===== src/rtl/ad_ip_jesd204_tpl_adc_deframer_aligned.sv =====
// JESD204 transport-layer ADC deframer with SOF-tracking frame alignment.
// Locks onto the start-of-frame octet offset, realigns each lane to frame
// boundaries and unpacks frames into per-channel 16-bit extended samples.
module ad_ip_jesd204_tpl_adc_deframer_aligned #(
    parameter int NUM_LANES            = 1,
    parameter int NUM_CHANNELS         = 4,
    parameter int BITS_PER_SAMPLE      = 16,
    parameter int CONVERTER_RESOLUTION = 14,
    parameter int SAMPLES_PER_FRAME    = 1,
    parameter int OCTETS_PER_BEAT      = 4,
    parameter int TWOS_COMPLEMENT      = 1,
    parameter int LOCK_COUNT           = 4,
    localparam int LINK_DATA_WIDTH     = OCTETS_PER_BEAT*8*NUM_LANES,
    localparam int SAMPLES_PER_BEAT    = LINK_DATA_WIDTH/BITS_PER_SAMPLE,
    localparam int OFFSET_WIDTH        = $clog2(OCTETS_PER_BEAT)
) (
    input  logic                           clk,
    input  logic                           resetn,
    input  logic                           link_valid,
    input  logic [OCTETS_PER_BEAT-1:0]     link_sof,
    input  logic [LINK_DATA_WIDTH-1:0]     link_data,
    input  logic                           clear_err,
    output logic                           adc_valid,
    output logic [SAMPLES_PER_BEAT*16-1:0] adc_data,
    output logic                           locked,
    output logic [OFFSET_WIDTH-1:0]        sof_offset,
    output logic [7:0]                     align_err_count
);

    localparam int OCTETS_PER_FRAME    = NUM_CHANNELS*SAMPLES_PER_FRAME*BITS_PER_SAMPLE/(8*NUM_LANES);
    localparam int FRAMES_PER_BEAT     = OCTETS_PER_BEAT/OCTETS_PER_FRAME;
    localparam int FRAME_BITS          = OCTETS_PER_FRAME*8*NUM_LANES;
    localparam int SAMPLES_PER_CHANNEL = SAMPLES_PER_BEAT/NUM_CHANNELS;
    localparam logic [15:0] EXT_MASK   = 16'hFFFF << CONVERTER_RESOLUTION;

    typedef enum logic [1:0] {ST_UNLOCKED, ST_CHECK, ST_LOCKED} state_t;

    state_t                          state, state_next;
    logic [3:0]                      match_cnt, match_cnt_next, match_cnt_inc;
    logic                            locked_next;
    logic [OFFSET_WIDTH-1:0]         offset_next, obs;
    logic [7:0]                      err_next;
    logic                            have_sof;
    logic [LINK_DATA_WIDTH-1:0]      prev, aligned;
    logic [SAMPLES_PER_BEAT*16-1:0]  samples;
    logic [FRAME_BITS-1:0]           frame;
    logic [BITS_PER_SAMPLE-1:0]      word;
    logic [CONVERTER_RESOLUTION-1:0] top;
    int unsigned                     src, dst;

    // Observed SOF offset: index of the lowest set marker bit.
    always_comb begin
        obs      = '0;
        have_sof = 1'b0;
        for (int unsigned i = 0; i < OCTETS_PER_BEAT; i++) begin
            if (link_sof[i] && !have_sof) begin
                obs      = OFFSET_WIDTH'(i);
                have_sof = 1'b1;
            end
        end
    end

    // Alignment FSM next state; only valid beats carrying a SOF advance it.
    always_comb begin
        state_next     = state;
        match_cnt_next = match_cnt;
        match_cnt_inc  = match_cnt + 4'd1;
        locked_next    = locked;
        offset_next    = sof_offset;
        err_next       = align_err_count;
        if (link_valid && have_sof) begin
            unique case (state)
                ST_UNLOCKED: begin
                    offset_next    = obs;
                    match_cnt_next = 4'd1;
                    if (LOCK_COUNT == 1) begin
                        state_next  = ST_LOCKED;
                        locked_next = 1'b1;
                    end else begin
                        state_next  = ST_CHECK;
                    end
                end
                ST_CHECK: begin
                    if (obs == sof_offset) begin
                        match_cnt_next = match_cnt_inc;
                        if (match_cnt_inc == 4'(LOCK_COUNT)) begin
                            state_next  = ST_LOCKED;
                            locked_next = 1'b1;
                        end
                    end else begin
                        offset_next    = obs;
                        match_cnt_next = 4'd1;
                    end
                end
                ST_LOCKED: begin
                    if (obs != sof_offset) begin
                        state_next     = ST_CHECK;
                        locked_next    = 1'b0;
                        offset_next    = obs;
                        match_cnt_next = 4'd1;
                        if (align_err_count != 8'hFF) begin
                            err_next = align_err_count + 8'd1;
                        end
                    end
                end
                default: state_next = ST_UNLOCKED;
            endcase
        end
        if (clear_err) begin
            err_next = '0;
        end
    end

    // Alignment FSM and status registers.
    always_ff @(posedge clk or negedge resetn) begin
        if (!resetn) begin
            state           <= ST_UNLOCKED;
            match_cnt       <= '0;
            locked          <= 1'b0;
            sof_offset      <= '0;
            align_err_count <= '0;
        end else begin
            state           <= state_next;
            match_cnt       <= match_cnt_next;
            locked          <= locked_next;
            sof_offset      <= offset_next;
            align_err_count <= err_next;
        end
    end

    // Per-lane realignment: a non-zero offset stitches the previous beat's
    // tail to the current beat's head, offset zero passes the current beat.
    always_comb begin
        aligned = '0;
        src     = 0;
        for (int unsigned l = 0; l < NUM_LANES; l++) begin
            for (int unsigned k = 0; k < OCTETS_PER_BEAT; k++) begin
                src = k + 32'(sof_offset);
                if (sof_offset == '0) begin
                    aligned[(l*OCTETS_PER_BEAT+k)*8 +: 8] = link_data[(l*OCTETS_PER_BEAT+k)*8 +: 8];
                end else if (src < OCTETS_PER_BEAT) begin
                    aligned[(l*OCTETS_PER_BEAT+k)*8 +: 8] = prev[(l*OCTETS_PER_BEAT+src)*8 +: 8];
                end else begin
                    aligned[(l*OCTETS_PER_BEAT+k)*8 +: 8] = link_data[(l*OCTETS_PER_BEAT+src-OCTETS_PER_BEAT)*8 +: 8];
                end
            end
        end
    end

    // Deframing: each frame is the lane-ordered concatenation of its octets
    // (earliest octet most significant), split converter-major into samples.
    always_comb begin
        samples = '0;
        frame   = '0;
        word    = '0;
        top     = '0;
        dst     = 0;
        for (int unsigned f = 0; f < FRAMES_PER_BEAT; f++) begin
            for (int unsigned l = 0; l < NUM_LANES; l++) begin
                for (int unsigned i = 0; i < OCTETS_PER_FRAME; i++) begin
                    frame[FRAME_BITS-1-(l*OCTETS_PER_FRAME+i)*8 -: 8] =
                        aligned[(l*OCTETS_PER_BEAT+f*OCTETS_PER_FRAME+i)*8 +: 8];
                end
            end
            for (int unsigned c = 0; c < NUM_CHANNELS; c++) begin
                for (int unsigned s = 0; s < SAMPLES_PER_FRAME; s++) begin
                    word = frame[FRAME_BITS-1-(c*SAMPLES_PER_FRAME+s)*BITS_PER_SAMPLE -: BITS_PER_SAMPLE];
                    top  = CONVERTER_RESOLUTION'(word >> (BITS_PER_SAMPLE-CONVERTER_RESOLUTION));
                    dst  = c*SAMPLES_PER_CHANNEL + f*SAMPLES_PER_FRAME + s;
                    if (dst < SAMPLES_PER_BEAT) begin
                        samples[dst*16 +: 16] = 16'(top) |
                            ((TWOS_COMPLEMENT != 0 && top[CONVERTER_RESOLUTION-1]) ? EXT_MASK : 16'h0000);
                    end
                end
            end
        end
    end

    // Output and previous-beat registers; everything holds across gaps.
    always_ff @(posedge clk or negedge resetn) begin
        if (!resetn) begin
            adc_valid <= 1'b0;
            adc_data  <= '0;
            prev      <= '0;
        end else begin
            adc_valid <= link_valid & locked;
            if (link_valid) begin
                adc_data <= samples;
                prev     <= link_data;
            end
        end
    end

endmodule


===== config.mk =====
export PLATFORM = sky130hd
export DESIGN_NAME = ad_ip_jesd204_tpl_adc_deframer_aligned
export DESIGN_NICKNAME = d
export VERILOG_FILES = /design/src/rtl/ad_ip_jesd204_tpl_adc_deframer_aligned.sv
export SDC_FILE = /design/constraint.sdc
export NUM_CORES = 1
export LEC_CHECK = 0
export CAP_MARGIN = 10
export CORE_UTILIZATION = 30
export DETAILED_ROUTE_END_ITERATION = 7
export GPL_TIMING_DRIVEN = 0
export PLACE_DENSITY_LB_ADDON = 0.08
export SKIP_LAST_GASP = 1
export SYNTH_ARGS = -nofsm -noshare
export SYNTH_HDL_FRONTEND = slang
export SYNTH_SLANG_ARGS = --single-unit
export TNS_END_PERCENT = 20

===== constraint.sdc =====
create_clock -name clk -period 4.1 [get_ports clk]
set_clock_uncertainty 0.05 [all_clocks]
set_input_delay 0.41 -clock clk [delete_from_list [all_inputs] [get_ports clk]]
set_output_delay 0.41 -clock clk [all_outputs]
set_load 0.02 [all_outputs]

==> flow_summary.toml, run 1 <==
[place]
post-place-ws_ns = 1.52
gp_congestion = 0.710
port_buffers = 18
hpwl_um = 2000

[global_route]
grt_first_pass_wirelength_um = 4280
antenna_found_initial = 0
grt_max_degree = 19
grt_overflow = 0
track_usage_pct = 12.6
grt_pass1_vias = 958

[synthesis]
syn_area_sq_um = 1280
synth_top_cell_area_share_pct = 35.1
synth_top_cell_by_area = "dfrtp_1"
avgSynthCellArea_sq_um = 9.03
syn_inst = 142
synth_cell_types = 37
synth_seq_area_share_pct = 35.1
synth_seq_cells = 18
ys_warn_count = 0
yosys-top-cells-area = "dfrtp_1 (35%), buf_4 (19%), xnor2_1 (6.1%)"

[die]
initial_utilization_pct = 31.6
io_pins = 84
die_y_um = 67.4
die_w_um = 67.4
core_sq_um = 4060
dieArea_sq_um = 4540
placementRows = 23

[critical_path]
reg2reg_slack_ns = 2.06
path_class = "input port to flip-flop"
crit_fanout = 7
end_kind = "flip-flop"
start_kind = "input port"
required_ns = 4.21
r2r-start = "sof_offset[0]"
r2r_end = "sof_offset[1]"
reg2reg_depth = 6
cp.arrival_ns = 2.44

[layout]
layout-area-overhead-vs-synth_pct = 31.2
final_nets = 239
diodes = 0
layout-drive-gt1-share_pct = 21.6
layout_common_cells = "buf_4 (32), conb_1 (32), dfrtp_1 (18), clkdlybuf4s50_1 (18), nand2_1 (13)"

[clocking]
cts_buffers = 3
cts.sinks = 18
post_cts_buffers = 0
cts_hold_buf = 0
worstSkewPairLatency_ns = 0.24
cts_resized = 0
htreeDepth = 1
path_clk_slew_ns = 0.06
clock_path_buffers = 2
cts_tree = "done"
root_buffer = "clkbuf_8"

[timing]
worst_slack_ns = 1.77
setup_viol = 0
hold_violations = 0
worst-slew-pin-transition_ns = 0.803
tns_ns = 0
relSlewSlack_pct = 46.3
maxSlewViolCount = 0
fin_crit_ns = 2.33
min_period_over_period_pct = 56.9
rsz0062_at_grt = "no"
fmax_mhz = 429

[power]
seq_power_share_pct = 40.9
leakagePower_nw = 0.795
p_sw_w = 0.000224
clockPowerShare_pct = 19.4
total_power_w = 0.000605
switching_share_pct = 37.1
p_per_area_nw_per_um2 = 359
vdd_drop_max_mv = 0.158
p_int_w = 0.000380
pwr-share-comb_pct = 39.7

[run]
drv_cap = 0

[worst_hold_path]
hold_end = "adc_valid"
hold_start = "locked"
min-delay-path-class = "flip-flop to flip-flop"
holdPathStages = 1

[route]
drt_pass1_iterations = 4
avgRoutedWirePerCell_um = 10.2
drc = 0
finalWirelength_um = 2490
dr.first_iter.drc_count = 37
ant_nets = 0
vias = 1026
vias_per_cell = 4.20

[outcome]
status = "completed"
-- synthesized netlist by cell type --
master    count
o22ai_1       1
xnor2_1       9
o31ai_4       1
o21ai_1       1
nand2_4       1
a31oi_1       1
nor2b_1       1
or4_1         1
inv_1         2
nand2b_1      3
ha_1          3
buf_1         1
o211ai_4      1
a21o_1        1
o21ai_0       8
maj3_2        1
a31o_2        1
a21oi_1       3
nor2_1       11
conb_1        1
and4_1        1
dfrtp_1      18
and2_1        2
buf_4        32
nand4_1       3
nor4_1        2
or3b_4        1
nand3_2       1
o41ai_1       1
nand3_1       5
o41a_1        1
a22o_1        2
and3b_1       1
clkbuf_1      1
nor3_1        4
nand3b_1      2
nand2_1      13
-- worst max-delay path: stages --
cell,delay [ns]
clkdlybuf4s50_1,0.58
and3b_1,0.23
o211ai_4,0.22
nand2_4,0.10
maj3_2,0.33
or3b_4,0.40
o31ai_4,0.17
-- routing by layer --
| layer | part of all wire (%) | up-vias | track usage (%) |
|---|---|---|---|
| li1 | - | 529 | - |
| met1 | 44 | 460 | 15.3 |
| met2 | 49 | 35 | 21.4 |
| met3 | 5.6 | 2 | 2.53 |
| met4 | 0.60 | 0 | 5.59 |
| met5 | 0 | - | 0 |
-- cells by family (layout without fill, tap and decap cells) --
kind of cell / count (synthesis) / in the layout / synth area share, %
AO/OA/AOI/OAI: 22 / 22 / 13.2
XOR/XNOR: 9 / 9 / 6.15
adder cells (fa/ha/maj): 4 / 4 / 3.81
AND/OR/NAND/NOR: 52 / 52 / 21.6
other: 1 / 32 / 0.292
buffers and inverters: 36 / 57 / 19.9
flip-flops: 18 / 18 / 35.1
-- layout make-up --
| cell class | instances | area (sq um) |
|---|---|---|
| Inverter | 2 | 7.51 |
| Fill cell | 425 | 2370 |
| Multi-Input combinational cell | 119 | 693 |
| Tap cell | 50 | 62.6 |
| Sequential cell | 18 | 450 |
| Buffer | 34 | 248 |
| Timing Repair Buffer | 18 | 180 |
| Clock buffer | 3 | 41.3 |
-- per-stage QoR --
step	instance area [sq um]	instances	utilization, %	hold slack, ns
2_1_floorplan	1400	173	-	0.0644
3_3_place_gp	1640	241	40.5	0.454
3_5_place_dp	1640	241	40.5	0.457
4_1_cts	1680	244	41.5	0.465
5_1_grt	1680	244	41.5	0.489
6_report	1680	244	41.5	0.468
-- state kept, by name (all words and copies together), names as in the netlist --
name	cells
match_cnt	4
align_err_count	8
locked	1
adc_valid	1
state	2
sof_offset	2
-- how the worst max path moves through the flow --
stage / from / end / cells after the start
2_1_floorplan: sof_offset[0] / sof_offset[1] / 6
3_3_place_gp: link_sof[2] / sof_offset[1] / 7
3_5_place_dp: link_sof[2] / sof_offset[1] / 7
4_1_cts: link_sof[2] / sof_offset[1] / 7
5_1_grt: link_sof[2] / sof_offset[1] / 7
6_report: link_sof[2] / sof_offset[1] / 7
-- power by group through the flow --
stage | sequential (W) | clock (W) | combinational, W
2_1_floorplan | 0.000257 | 0 | 0.000160
5_1_grt | 0.000254 | 0.000132 | 0.000264
3_3_place_gp | 0.000249 | 0 | 0.000233
4_1_cts | 0.000247 | 0.000124 | 0.000241
3_5_place_dp | 0.000249 | 0 | 0.000240
6_report | 0.000247 | 0.000117 | 0.000240
No activity file was read; power rests on OpenSTA's default activity.
==> run 2, diff against run 1 <==
==> constraint.sdc (replaced) <==
create_clock -name clk -period 2 [get_ports clk]
set_clock_uncertainty 0.05 [all_clocks]
set_input_delay 0.2 -clock clk [delete_from_list [all_inputs] [get_ports clk]]
set_output_delay 0.2 -clock clk [all_outputs]
set_load 0.02 [all_outputs]
==> run 2 against run 1 <==
Final cell count rose by 3.3%; count of clock-buffer cells in the layout rose by 1; routed wire length rose by 6.2%; non-clock buffer count rose by 7; design area rose by 5.0%; via count rose by 5.0%; clock power rose by 120%; critical path type unchanged; critical endpoint unchanged; highest routed layer unchanged.
==> flow_summary.toml, run 2 (synthesized netlist as in run 1, its figures left out) <==
[critical_path]
start_kind = "input port"
crit_fanout = 6
cp.buffers_inverters = 1
r2r_end = "sof_offset[1]"
end_kind = "flip-flop"
startpoint = "link_sof[0]"
cp_cell_sequence = "clkdlybuf4s50_1 -> nand3b_1 -> a31o_4 -> nand2_4 -> maj3_2 -> or3b_4 -> o31ai_4"
reg2reg_slack_ns = 0.04
crit_family = "simple AND/OR/NAND/NOR gates"
r2r-start = "sof_offset[0]"
critPathMaxStageDelay_ns = 0.56
required_ns = 2.11
reg2reg_depth = 6
path_class = "input port to flip-flop"
cpMaxStageDelayCell = "clkdlybuf4s50_1"
cp.arrival_ns = 2.08

[timing]
hold_ws_ns = 0.256
maxSlewViolCount = 0
fmax_mhz = 508
rsz0062_at_grt = "yes"
relSlewSlack_pct = 45.7
hold_violations = 0
fin_crit_ns = 1.97
min_period_over_period_pct = 98.3
worst-slew-pin-transition_ns = 0.811
setup_viol = 0

[clocking]
path_clk_slew_ns = 0.07
cts_buffers = 3
cts_tree = "done"
worstSkewPairLatency_ns = 0.25
htreeDepth = 1
root_buffer = "clkbuf_8"
cts.sinks = 18
clock_path_buffers = 2
cts_hold_buf = 0

[place]
hpwl_um = 2030
gp_congestion = 0.724
port_buffers = 18

[global_route]
grt_overflow = 0
gr-usage-met1_pct = 15.0
track_usage_pct = 12.6
gr-usage-met2_pct = 22.8
top_usage_layer = "met2"
met3_usage_pct = 1.69
grt_max_degree = 19
grt_pass1_vias = 1012
antenna_found_initial = 0
grt_first_pass_wirelength_um = 4330

[layout]
layout-area-overhead-vs-synth_pct = 37.8
layout_common_cells = "buf_4 (39), conb_1 (32), dfrtp_1 (17)"
max_flop_register = "align_err_count"
fillCellCount = 390
layout-drive-gt1-share_pct = 26.2
reg_top3 = "align_err_count: 8 flops, match_cnt: 4 flops"
diodes = 0
largest_reg_flops = 8
layout_commonest_cell = "buf_4"
final_nets = 246

[power]
total_power_w = 0.00133
vdd_drop_max_mv = 0.408
leakagePower_nw = 0.835
p_per_area_nw_per_um2 = 751

[route]
drc = 0
finalWirelength_um = 2640
vias_per_cell = 4.27
ant_nets = 0
avgRoutedWirePerCell_um = 10.5
dr.first_iter.drc_count = 29
drt_pass1_iterations = 4
vias = 1077

[worst_hold_path]
holdPathStages = 2
min-delay-path-class = "input port to flip-flop"
hold_start = "clear_err"
hold_end = "align_err_count[0]"

[die]
dieArea_sq_um = 4540
die_y_um = 67.4
core_sq_um = 4060
placementRows = 23
io_pins = 84
die_w_um = 67.4
initial_utilization_pct = 31.6

[run]
drv_cap = 0

[outcome]
status = "completed"
## run 2: per-layer routing
| metal | wire length, um | up-vias | share of wire [%] |
|---|---|---|---|
| li1 | - | 547 | - |
| met1 | 1120 | 499 | 43 |
| met2 | 1370 | 29 | 52 |
| met3 | 129 | 2 | 4.9 |
| met4 | 19 | 0 | 0.72 |
| met5 | 0 | - | 0 |
## run 2: final cells by class
cell class	count	area [sq um]	area share, %
Timing Repair Buffer	25	229	13.0
Inverter	2	7.51	0.425
Sequential cell	18	452	25.6
Tap cell	50	62.6	3.54
Multi-Input combinational cell	119	723	40.9
Clock buffer	4	45.0	2.55
Buffer	34	248	14.0
## run 2: worst reg2reg max path: stages (launching register included)
cell,delay (ns)
dfrtp_2,0.43
and3b_2,0.24
o211ai_4,0.19
nand2_4,0.06
maj3_2,0.33
or3b_4,0.40
o31ai_4,0.18
## run 2: worst max path at each step
| stage | cells past startpoint | slack, ns | end |
|---|---|---|---|
| after floorplan | 6 | 0.03 | sof_offset[1] |
| after global placement | 7 | -0.35 | sof_offset[1] |
| after detailed placement | 7 | -0.38 | sof_offset[1] |
| after CTS | 6 | 0.01 | sof_offset[1] |
| after global routing | 7 | -0.06 | sof_offset[1] |
| final | 7 | 0.03 | sof_offset[1] |
## run 2: per-stage QoR
stage	utilization [%]	worst slack, ns	area (sq um)	TNS [ns]	std cells
after detailed placement	40.5	-0.381	1640	-4.39	241
after floorplan	-	0.0326	1400	0	173
after global placement	40.5	-0.345	1640	-3.54	241
after global routing	43.5	-0.0569	1770	-0.136	252
final	43.5	0.0334	1770	0	252
after CTS	42.5	0.0127	1720	0	250
## run 2: timing repair
action,4_1_cts,5_1_grt
hold endpoints to repair,0,0
buffers inserted,5,2
endpoints found under the setup margin,9,15
pin swaps,2,2
gates resized for setup,4,5
## run 2: where the power goes
part / total (W) / leakage [nW] / switching [W] / internal [W]
sequential: 0.000505 / 0.239 / 0.0000773 / 0.000428
clock: 0.000255 / 0.0228 / 0.000114 / 0.000141
combinational: 0.000567 / 0.573 / 0.000292 / 0.000274
==> run 3, diff against run 2 <==
--- a/config.mk
+++ b/config.mk
@@ -9,7 +9,7 @@
 export CORE_UTILIZATION = 30
 export DETAILED_ROUTE_END_ITERATION = 7
 export GPL_TIMING_DRIVEN = 0
-export PLACE_DENSITY_LB_ADDON = 0.08
+export PLACE_DENSITY = 0.76
 export SKIP_LAST_GASP = 1
 export SYNTH_ARGS = -nofsm -noshare
 export SYNTH_HDL_FRONTEND = slang
==> run 3 against run 2 <==
Maximum frequency decreased by 1.3%; worst hold slack got worse by 0.014 ns; sequential cell count unchanged; count of clock-buffer cells in the layout unchanged; sequential power decreased by 1%.
==> flow_summary.toml, run 3 (synthesized netlist as in run 1, its figures left out) <==
[layout]
max_flop_register = "align_err_count"
final_nets = 243
multi_input_area_sq_um = 709
layout_common_cells = "buf_4 (36), conb_1 (32), dfrtp_1 (17)"
layout-area-overhead-vs-synth_pct = 34.9
layout_commonest_cell = "buf_4"
diodes = 0
seqCellArea_sq_um = 452
fillCellCount = 423
reg_top3 = "align_err_count: 8 flops, match_cnt: 4 flops"
layout-drive-gt1-share_pct = 24.6
final_cells = 249
largest_reg_flops = 8

[global_route]
track_usage_pct = 11.5
grt_first_pass_wirelength_um = 3910
grt_overflow = 0
grt_pass1_vias = 889
antenna_found_initial = 0
grt_max_degree = 19

[timing]
relSlewSlack_pct = 45.8
setup_viol = 0
fmax_mhz = 502
min_period_over_period_pct = 99.6
fin_crit_ns = 1.99
worst-slew-pin-transition_ns = 0.811
hold_violations = 0
maxSlewViolCount = 0
rsz0062_at_grt = "yes"

[clocking]
cts_hold_buf = 0
worstSkewPairLatency_ns = 0.25
cts_buffers = 3
root_buffer = "clkbuf_8"
htreeDepth = 1
cts.sinks = 18
clock_path_buffers = 2
path_clk_slew_ns = 0.07
cts_tree = "done"

[place]
gp_congestion = 0.824
port_buffers = 18
dp.cells = 241
hpwl_um = 1810

[critical_path]
end_kind = "flip-flop"
startpoint = "sof_offset[0]"
reg2reg_depth = 7
required_ns = 2.08
r2r_end = "align_err_count[7]"
cp.arrival_ns = 2.08
path_class = "flip-flop to flip-flop"
r2r-start = "sof_offset[0]"
crit_fanout = 9
start_kind = "flip-flop"
reg2reg_slack_ns = 0.007

[route]
dr.first_iter.drc_count = 56
avgRoutedWirePerCell_um = 9.88
finalWirelength_um = 2460
drt_pass1_iterations = 4
vias_per_cell = 4.12
drc = 0
ant_nets = 0
vias = 1025

[power]
p_per_area_nw_per_um2 = 755
total_power_w = 0.00131
leakagePower_nw = 0.821
vdd_drop_max_mv = 0.244

[worst_hold_path]
hold_start = "clear_err"
min-delay-path-class = "input port to flip-flop"
hold_end = "align_err_count[7]"
holdPathStages = 2

[outcome]
status = "completed"

[die]
initial_utilization_pct = 31.6
io_pins = 84
dieArea_sq_um = 4540
placementRows = 23
die_y_um = 67.4
die_w_um = 67.4
core_sq_um = 4060

[run]
drv_cap = 0
==> run 3: cell type report <==
cell class	count	area share, %
buffer	34	14.3
clock buffer	4	2.60
inverter	2	0.434
multi-input combinational	119	41.0
sequential	18	26.1
tap	50	3.62
timing repair buffer	22	11.9
==> run 3: worst max path at each step <==
stage,end,slack [ns],cells past startpoint
3_5_place_dp,sof_offset[1],-0.39,7
3_3_place_gp,sof_offset[1],-0.34,7
4_1_cts,sof_offset[1],0.01,6
5_1_grt,align_err_count[7],-0.08,7
2_1_floorplan,sof_offset[1],0.03,6
6_report,align_err_count[7],0.007,7
==> run 3: critical path, cell delays in order, from the launching register on <==
cell and delay [ns]:
dfrtp_2 0.42, and3b_2 0.23, o211ai_4 0.22, buf_4 0.15
nand3_2 0.19, nor4_1 0.39, xnor2_1 0.16, nor2_1 0.05
==> run 3: report_power, final <==
| group | switching, W | leakage [nW] | internal, W |
|---|---|---|---|
| registers | 0.0000706 | 0.239 | 0.000428 |
| clock network | 0.000118 | 0.0228 | 0.000141 |
| logic | 0.000288 | 0.559 | 0.000261 |
| total | 0.000476 | 0.821 | 0.000830 |
==> run 3: stage by stage <==
step / cell area (sq um) / utilization, % / worst slack (ns) / setup TNS (ns) / hold slack, ns
floorplan: 1400 / - / 0.0326 / 0 / -0.146
global placement: 1640 / 40.5 / -0.344 / -3.69 / 0.452
detailed placement: 1640 / 40.5 / -0.393 / -4.02 / 0.460
CTS: 1720 / 42.3 / 0.0101 / 0 / 0.246
global route: 1730 / 42.6 / -0.0757 / -0.153 / 0.272
finish: 1730 / 42.6 / 0.00716 / 0 / 0.242
==> run 3: layer usage <==
metal / vias up / routed length [um] / track usage, % / part of all wire, %
li1: 537 / - / - / -
met1: 452 / 963 / 13.6 / 39
met2: 34 / 1340 / 19.9 / 54
met3: 2 / 152 / 4.56 / 6.2
met4: 0 / 8 / 1.60 / 0.33
met5: - / 0 / 0 / 0
==> run 3: timing repair <==
item / in CTS / in global routing
pin swaps: 2 / 1
gates resized for setup: 4 / 3
setup buffers: 4 / 0
setup endpoints to repair: 6 / 7
hold endpoints to repair: 0 / 0
